**src/rtl/isa_imem_responder_if.sv**
```systemverilog
// AHB3-Lite slave-side bus bundle for the ISA instruction-memory responder.
// The master modport is the core/interconnect side; slave is the responder.
interface isa_imem_responder_if;
   logic        HSEL;
   logic [31:0] HADDR;
   logic        HWRITE;
   logic [2:0]  HSIZE;
   logic [2:0]  HBURST;
   logic [3:0]  HPROT;
   logic [1:0]  HTRANS;
   logic        HMASTLOCK;
   logic        HREADY;
   logic [31:0] HWDATA;
   logic [31:0] HRDATA;
   logic        HREADYOUT;
   logic        HRESP;

   modport master (
      output HSEL, HADDR, HWRITE, HSIZE, HBURST, HPROT, HTRANS, HMASTLOCK,
             HREADY, HWDATA,
      input  HRDATA, HREADYOUT, HRESP
   );

   modport slave (
      input  HSEL, HADDR, HWRITE, HSIZE, HBURST, HPROT, HTRANS, HMASTLOCK,
             HREADY, HWDATA,
      output HRDATA, HREADYOUT, HRESP
   );
endinterface

```
**src/rtl/isa_imem_responder.sv**
```systemverilog
// AHB3-Lite instruction-memory responder: answers word fetches from insn_i
// (or NOPs) with programmable wait states and logs every OKAY fetch.
module isa_imem_responder #(
   parameter logic [31:0] BASE   = 32'h0000_0000,
   parameter logic [31:0] SIZE   = 32'h0001_0000,
   parameter int          WAIT_W = 2
) (
   input  logic              HCLK,
   input  logic              HRESETn,
   isa_imem_responder_if.slave bus,
   input  logic [31:0]       insn_i,
   input  logic              nop_en_i,
   input  logic [WAIT_W-1:0] wait_i,
   output logic              fetch_valid_o,
   output logic [31:0]       fetch_addr_o,
   output logic [31:0]       fetch_insn_o,
   output logic [31:0]       fetch_cnt_o
);

   localparam logic [31:0] NOP_INSN = 32'h0000_0013;

   typedef enum logic [2:0] {
      S_IDLE,
      S_WAIT,
      S_DATA,
      S_ERR1,
      S_ERR2
   } state_t;

   state_t            state;
   logic [31:0]       addr_reg;
   logic [WAIT_W-1:0] wait_cnt;
   logic              hreadyout_reg;
   logic              hresp_reg;

   logic        accept;
   logic [32:0] offset;
   logic        range_err;
   logic        req_err;
   logic [31:0] rdata;
   logic        unused_inputs;

   assign accept = bus.HSEL & bus.HREADY & bus.HTRANS[1];

   // 33-bit offset: bit 32 flags an address below BASE without wrap-around.
   assign offset    = {1'b0, bus.HADDR} - {1'b0, BASE};
   assign range_err = offset[32] | (offset[31:0] >= SIZE);
   assign req_err   = bus.HWRITE | (bus.HSIZE != 3'b010) |
                      (bus.HADDR[1:0] != 2'b00) | range_err;

   assign rdata = nop_en_i ? NOP_INSN : insn_i;

   assign bus.HRDATA    = (state == S_DATA) ? rdata : 32'h0;
   assign bus.HREADYOUT = hreadyout_reg;
   assign bus.HRESP     = hresp_reg;

   assign unused_inputs = ^{bus.HBURST, bus.HPROT, bus.HMASTLOCK, bus.HWDATA,
                            bus.HTRANS[0]};

   always_ff @(posedge HCLK or negedge HRESETn) begin
      if (!HRESETn) begin
         state         <= S_IDLE;
         addr_reg      <= 32'h0;
         wait_cnt      <= '0;
         hreadyout_reg <= 1'b1;
         hresp_reg     <= 1'b0;
         fetch_valid_o <= 1'b0;
         fetch_addr_o  <= 32'h0;
         fetch_insn_o  <= 32'h0;
         fetch_cnt_o   <= 32'h0;
      end else begin
         fetch_valid_o <= 1'b0;

         if (state == S_DATA) begin
            fetch_valid_o <= 1'b1;
            fetch_addr_o  <= addr_reg;
            fetch_insn_o  <= rdata;
            fetch_cnt_o   <= fetch_cnt_o + 32'd1;
         end

         case (state)
            S_WAIT: begin
               if (wait_cnt == WAIT_W'(1)) begin
                  state         <= S_DATA;
                  hreadyout_reg <= 1'b1;
                  hresp_reg     <= 1'b0;
               end else begin
                  wait_cnt <= wait_cnt - WAIT_W'(1);
               end
            end

            S_ERR1: begin
               state         <= S_ERR2;
               hreadyout_reg <= 1'b1;
               hresp_reg     <= 1'b1;
            end

            // IDLE, DATA and ERR2 all accept a new address phase.
            default: begin
               if (accept) begin
                  addr_reg <= bus.HADDR;
                  wait_cnt <= wait_i;
                  if (req_err) begin
                     state         <= S_ERR1;
                     hreadyout_reg <= 1'b0;
                     hresp_reg     <= 1'b1;
                  end else if (wait_i == '0) begin
                     state         <= S_DATA;
                     hreadyout_reg <= 1'b1;
                     hresp_reg     <= 1'b0;
                  end else begin
                     state         <= S_WAIT;
                     hreadyout_reg <= 1'b0;
                     hresp_reg     <= 1'b0;
                  end
               end else begin
                  state         <= S_IDLE;
                  hreadyout_reg <= 1'b1;
                  hresp_reg     <= 1'b0;
               end
            end
         endcase
      end
   end

endmodule

```
**src/flat_wrapper.sv**
```systemverilog
// flat-port wrapper written by rule: the top's interface ports become plain ports
module isa_imem_responder_flat 
#(
   parameter logic [31:0] BASE   = 32'h0000_0000,
   parameter logic [31:0] SIZE   = 32'h0001_0000,
   parameter int          WAIT_W = 2
)
  (HCLK, HRESETn, insn_i, nop_en_i, wait_i, fetch_valid_o, fetch_addr_o, fetch_insn_o, fetch_cnt_o, bus_HSEL, bus_HADDR, bus_HWRITE, bus_HSIZE, bus_HBURST, bus_HPROT, bus_HTRANS, bus_HMASTLOCK, bus_HREADY, bus_HWDATA, bus_HRDATA, bus_HREADYOUT, bus_HRESP);
  isa_imem_responder_if bus_i ();
  input  logic HCLK;
  input  logic HRESETn;
  input  logic [31:0] insn_i;
  input  logic nop_en_i;
  input  logic [WAIT_W-1:0] wait_i;
  output logic fetch_valid_o;
  output logic [31:0] fetch_addr_o;
  output logic [31:0] fetch_insn_o;
  output logic [31:0] fetch_cnt_o;
  input wire logic [$bits(bus_i.HSEL)-1:0] bus_HSEL;
  input wire logic [$bits(bus_i.HADDR)-1:0] bus_HADDR;
  input wire logic [$bits(bus_i.HWRITE)-1:0] bus_HWRITE;
  input wire logic [$bits(bus_i.HSIZE)-1:0] bus_HSIZE;
  input wire logic [$bits(bus_i.HBURST)-1:0] bus_HBURST;
  input wire logic [$bits(bus_i.HPROT)-1:0] bus_HPROT;
  input wire logic [$bits(bus_i.HTRANS)-1:0] bus_HTRANS;
  input wire logic [$bits(bus_i.HMASTLOCK)-1:0] bus_HMASTLOCK;
  input wire logic [$bits(bus_i.HREADY)-1:0] bus_HREADY;
  input wire logic [$bits(bus_i.HWDATA)-1:0] bus_HWDATA;
  output wire logic [$bits(bus_i.HRDATA)-1:0] bus_HRDATA;
  output wire logic [$bits(bus_i.HREADYOUT)-1:0] bus_HREADYOUT;
  output wire logic [$bits(bus_i.HRESP)-1:0] bus_HRESP;
  assign bus_i.HSEL = bus_HSEL;
  assign bus_i.HADDR = bus_HADDR;
  assign bus_i.HWRITE = bus_HWRITE;
  assign bus_i.HSIZE = bus_HSIZE;
  assign bus_i.HBURST = bus_HBURST;
  assign bus_i.HPROT = bus_HPROT;
  assign bus_i.HTRANS = bus_HTRANS;
  assign bus_i.HMASTLOCK = bus_HMASTLOCK;
  assign bus_i.HREADY = bus_HREADY;
  assign bus_i.HWDATA = bus_HWDATA;
  assign bus_HRDATA = bus_i.HRDATA;
  assign bus_HREADYOUT = bus_i.HREADYOUT;
  assign bus_HRESP = bus_i.HRESP;
  isa_imem_responder #(.BASE(BASE), .SIZE(SIZE), .WAIT_W(WAIT_W)) u_core (.HCLK(HCLK), .HRESETn(HRESETn), .bus(bus_i), .insn_i(insn_i), .nop_en_i(nop_en_i), .wait_i(wait_i), .fetch_valid_o(fetch_valid_o), .fetch_addr_o(fetch_addr_o), .fetch_insn_o(fetch_insn_o), .fetch_cnt_o(fetch_cnt_o));
endmodule
```
**config.mk**
```make
export PLATFORM = sky130hd
export DESIGN_NAME = isa_imem_responder_flat
export DESIGN_NICKNAME = d
export VERILOG_FILES = /design/src/rtl/isa_imem_responder_if.sv /design/src/rtl/isa_imem_responder.sv /design/src/flat_wrapper.sv
export SDC_FILE = /design/constraint.sdc
export NUM_CORES = 1
export LEC_CHECK = 0
export BUFFER_PORTS_ARGS = -buffer_cell sky130_fd_sc_hd__buf_2
export CAP_MARGIN = 25
export CELL_PAD_IN_SITES_DETAIL_PLACEMENT = 2
export CELL_PAD_IN_SITES_GLOBAL_PLACEMENT = 2
export CORE_MARGIN = 8
export CORE_UTILIZATION = 29
export CTS_BUF_LIST = sky130_fd_sc_hd__clkbuf_8 sky130_fd_sc_hd__clkbuf_16
export DETAILED_ROUTE_END_ITERATION = 10
export PLACE_DENSITY = 0.83
export SYNTH_ARGS = -nofsm -noshare
export SYNTH_HDL_FRONTEND = slang
export SYNTH_SLANG_ARGS = --single-unit
export TNS_END_PERCENT = 100
```
**constraint.sdc**
```tcl
create_clock -name HCLK -period 3.55 [get_ports HCLK]
set_input_delay 0.355 -clock HCLK [delete_from_list [all_inputs] [get_ports HCLK]]
set_output_delay 0.355 -clock HCLK [all_outputs]
set_load 0.005 [all_outputs]
```
==> results_dict.tcl <==
set metrics [dict create \
    status "finished, final reports clean" \
    yosys.area_share.adder 0.004488 \
    cp.required_ps 3190 \
    area_growth_syn_to_layout_pct 34.94 \
    seqCellArea_um2 3405 \
    clockBufferDepth 2 \
    p_int_mw 3.766 \
    die-area_um2 23920 \
    fin_setup_tns_ps 0 \
    syn_inst 554 \
    holdPathStages 3 \
    cts_sinks 136 \
    pre_cts_slack_ps 1228 \
    reg2regPathDepth 5 \
    avgViaCountPerCell 4.687 \
    syn-num-nets 673 \
    insertion_delay_ps 410 \
    worst_hold_slack_ps 127.4 \
    worstPathCellList "or3b_4, nor2_1, buf_4, and2_1, buf_2" \
    critPathBufInv 2 \
    drt_iter0_drc 144 \
    finish.utilization 0.4009 \
    postPlaceCellArea_um2 6889 \
    finish.net_count 885 \
    final.setup.worst_slack_ps 836.8 \
    fin_clk_skew_ps 10.16 \
    floorplan.rows 50 \
    max_cap_violations 0 \
    cts_tree "done" \
    cts_max_level 4 \
    tightestPinTransition_ps 655.0 \
    gr-usage-all-layers 0.1624 \
    die_h_um 154.7 \
    critical_path_start_end_classification "reg2out" \
    grt_pass1_wl_um 30510 \
    comb_pwr_share 0.247 \
    power.share.sequential 0.423 \
    rsz0062_at_grt "false" \
    postCtsSetupRepairBufs 0 \
    worstHoldEndpoint "u_core.addr_reg[9]" \
    regToRegSetupSlack_ps 1240 \
    critical_path.slowest_cell "sky130_fd_sc_hd__or3b_4" \
    postRouteWirelength_um 18990 \
    root_buffer "sky130_fd_sc_hd__clkbuf_16" \
    synthXorXnorAreaFrac 0.04870 \
    grt_antenna_before_repair 5 \
    drt_pre_antenna_iters 4 \
    hold_path_class "in2reg" \
    cts_buffers 17 \
    cts_resized 0 \
    port_buffers 206 \
    stdcell_area_um2 7523 \
    maxSlewViolCount 0 \
    ys_seq_elements 136 \
    pwr-share-clk 0.329 \
    post-route-period-util 0.7643 \
    cp_max_fo 38 \
    slew_headroom 0.5593 \
    design.portCount 248 \
    timing.final.setup_violations 0 \
    most_common_cell_after_layout_fill_and_taps_aside "sky130_fd_sc_hd__nand2_1" \
    async_sr_flop_fraction 1.000 \
    yosysWarningCount 0 \
    synth_sequential_area_ratio 0.6106 \
    post_synth_mux_area_share 0 \
    synth_top_flop_cell "sky130_fd_sc_hd__dfrtp_1" \
    fp.dieW_um 154.7 \
    detail_route.wl_per_cell_um 18.72 \
    synth_simple_gate_area_share 0.2635 \
    switching_share 0.3167 \
    postSynthAreaPerCell_um2 10.06 \
    critPathArrivalTime_ps 2360 \
    cp.depth 5 \
    start_kind "flop" \
    number_of_global_route_vias_before_repair 5453 \
    synth_edf_count 0 \
    multiInputGateArea_um2 2058 \
    drcViolationCount 0 \
    synth_compound_gate_area_share 0.05251 \
    detailed_place_hpwl_um 13910 \
    layout_common_cells "sky130_fd_sc_hd__nand2_1, sky130_fd_sc_hd__buf_2, sky130_fd_sc_hd__dfrtp_1, sky130_fd_sc_hd__a21o_1, sky130_fd_sc_hd__and2_1" \
    crit_path_max_incr_delay_ps 660 \
    power_leakage_nw 4.379 \
    netlist-cell-type-count 40 \
    min_from "bus_HADDR[9]" \
    reg2reg_from "u_core.state[1]" \
    synth_top_family_by_area "simple AND/OR/NAND/NOR gates" \
    num-fill-cells 2086 \
    worst_ir_drop_vdd_mv 0.3575 \
    core_area_um2 18770 \
    syn_area_um2 5575 \
    path_clk_slew_ps 60 \
    crit-reg2reg-capture "u_core.fetch_cnt_o[22]" \
    p_switching_mw 1.745 \
    detail-route-antenna-nets 0 \
    finalWorstPathRequiredPeriod_ps 2713 \
    capturing_element_type_of_the_critical_path "primary output" \
    floorplan.initialDensity 0.2971 \
    grt_max_degree 79 \
    gr-total-overflow 0 \
    drive_above_1_share 0.3312 \
    achievable_clock_frequency_mhz 368.6 \
    finalWeightedCongestion 0.7273 \
    vias 4753 \
    critical_path.top_delay_family "simple AND/OR/NAND/NOR gates" \
    power_density_nw_per_um2 732.5 \
    report.final.hold_viol_count 0 \
]
metal layers:
metal,vias to the layer above,GRT usage,share of wire
met1,2370,0.1826,0.41
li1,2215,-,-
met5,-,0,0.0021
met4,8,0.03966,0.0085
met3,20,0.06186,0.070
met2,140,0.2848,0.50
what timing repair did:
action                                  4_1_cts  5_1_grt
endpoints found under the setup margin        0        0
hold buffers                                  1        0
hold endpoints to repair                     33        0
layout make-up:
cell class,instances,area share
sequential,136,0.4525
multi-input combinational,391,0.2736
timing repair buffer,216,0.1518
clock buffer,19,0.06020
tap,234,0.03892
clock inverter,13,0.02046
inverter,4,0.002162
antenna,1,0.0003326
synth_stat cells (2+ instances only):
cell / count / share of area
sky130_fd_sc_hd__and3_1: 2 / 0.0022
sky130_fd_sc_hd__nand3_2: 2 / 0.0036
sky130_fd_sc_hd__xnor2_1: 19 / 0.030
sky130_fd_sc_hd__nand2_1: 210 / 0.14
sky130_fd_sc_hd__dfrtp_1: 135 / 0.61
sky130_fd_sc_hd__and2_1: 30 / 0.034
sky130_fd_sc_hd__nor3_1: 2 / 0.0018
sky130_fd_sc_hd__o21ai_0: 3 / 0.0027
sky130_fd_sc_hd__xor2_1: 12 / 0.019
sky130_fd_sc_hd__and4_1: 6 / 0.0094
sky130_fd_sc_hd__nor4_1: 4 / 0.0045
sky130_fd_sc_hd__ha_1: 2 / 0.0045
sky130_fd_sc_hd__a21oi_1: 2 / 0.0018
sky130_fd_sc_hd__buf_2: 2 / 0.0018
sky130_fd_sc_hd__nand4_2: 2 / 0.0045
sky130_fd_sc_hd__clkbuf_1: 20 / 0.013
sky130_fd_sc_hd__inv_1: 3 / 0.0020
sky130_fd_sc_hd__a21o_1: 32 / 0.043
sky130_fd_sc_hd__or2_1: 2 / 0.0022
sky130_fd_sc_hd__nor4_4: 2 / 0.0076
sky130_fd_sc_hd__nand3_1: 10 / 0.0090
sky130_fd_sc_hd__nand4_1: 9 / 0.010
sky130_fd_sc_hd__nor2_1: 26 / 0.018
worst max-delay path by stage:
stage	endpoint	start
floorplan	bus_HRDATA[21]	u_core.state[1]
global placement	u_core.addr_reg[11]	u_core.state[2]
detailed placement	u_core.addr_reg[0]	u_core.state[2]
CTS	bus_HRDATA[22]	u_core.state[1]
global route	bus_HRDATA[22]	u_core.state[1]
finish	bus_HRDATA[22]	u_core.state[1]
power groups by stage:
stage	Clock [mW]	Combinational, mW	Sequential [mW]
finish	1.82	1.36	2.33
global placement	0	1.33	2.33
global route	1.93	1.56	2.40
CTS	1.87	1.42	2.34
floorplan	0	0.640	2.33
detailed placement	0	1.41	2.36
cell families (layout without fill, tap and decap cells):
| kind of cell | after synthesis | count (layout) |
|---|---|---|
| fa+ha+maj | 2 | 2 |
| compound gates | 40 | 40 |
| xor+xnor | 31 | 31 |
| buf+inv | 27 | 252 |
| other cells | 0 | 1 |
| simple gates | 318 | 318 |
| flops | 136 | 136 |
stage by stage:
step,std cells,power [mW]
2_1_floorplan,554,2.969
3_3_place_gp,978,3.661
3_5_place_dp,979,3.767
4_1_cts,1012,5.632
5_1_grt,1014,5.888
6_report,1014,5.511
worst register-to-register path: cells and delay by family (launching register included):
family / cells / cell delay, ps
AND/OR/NAND/NOR: 4 / 1570
flip-flops: 1 / 470
XOR/XNOR: 1 / 170
(Power assumes the default switching activity.)
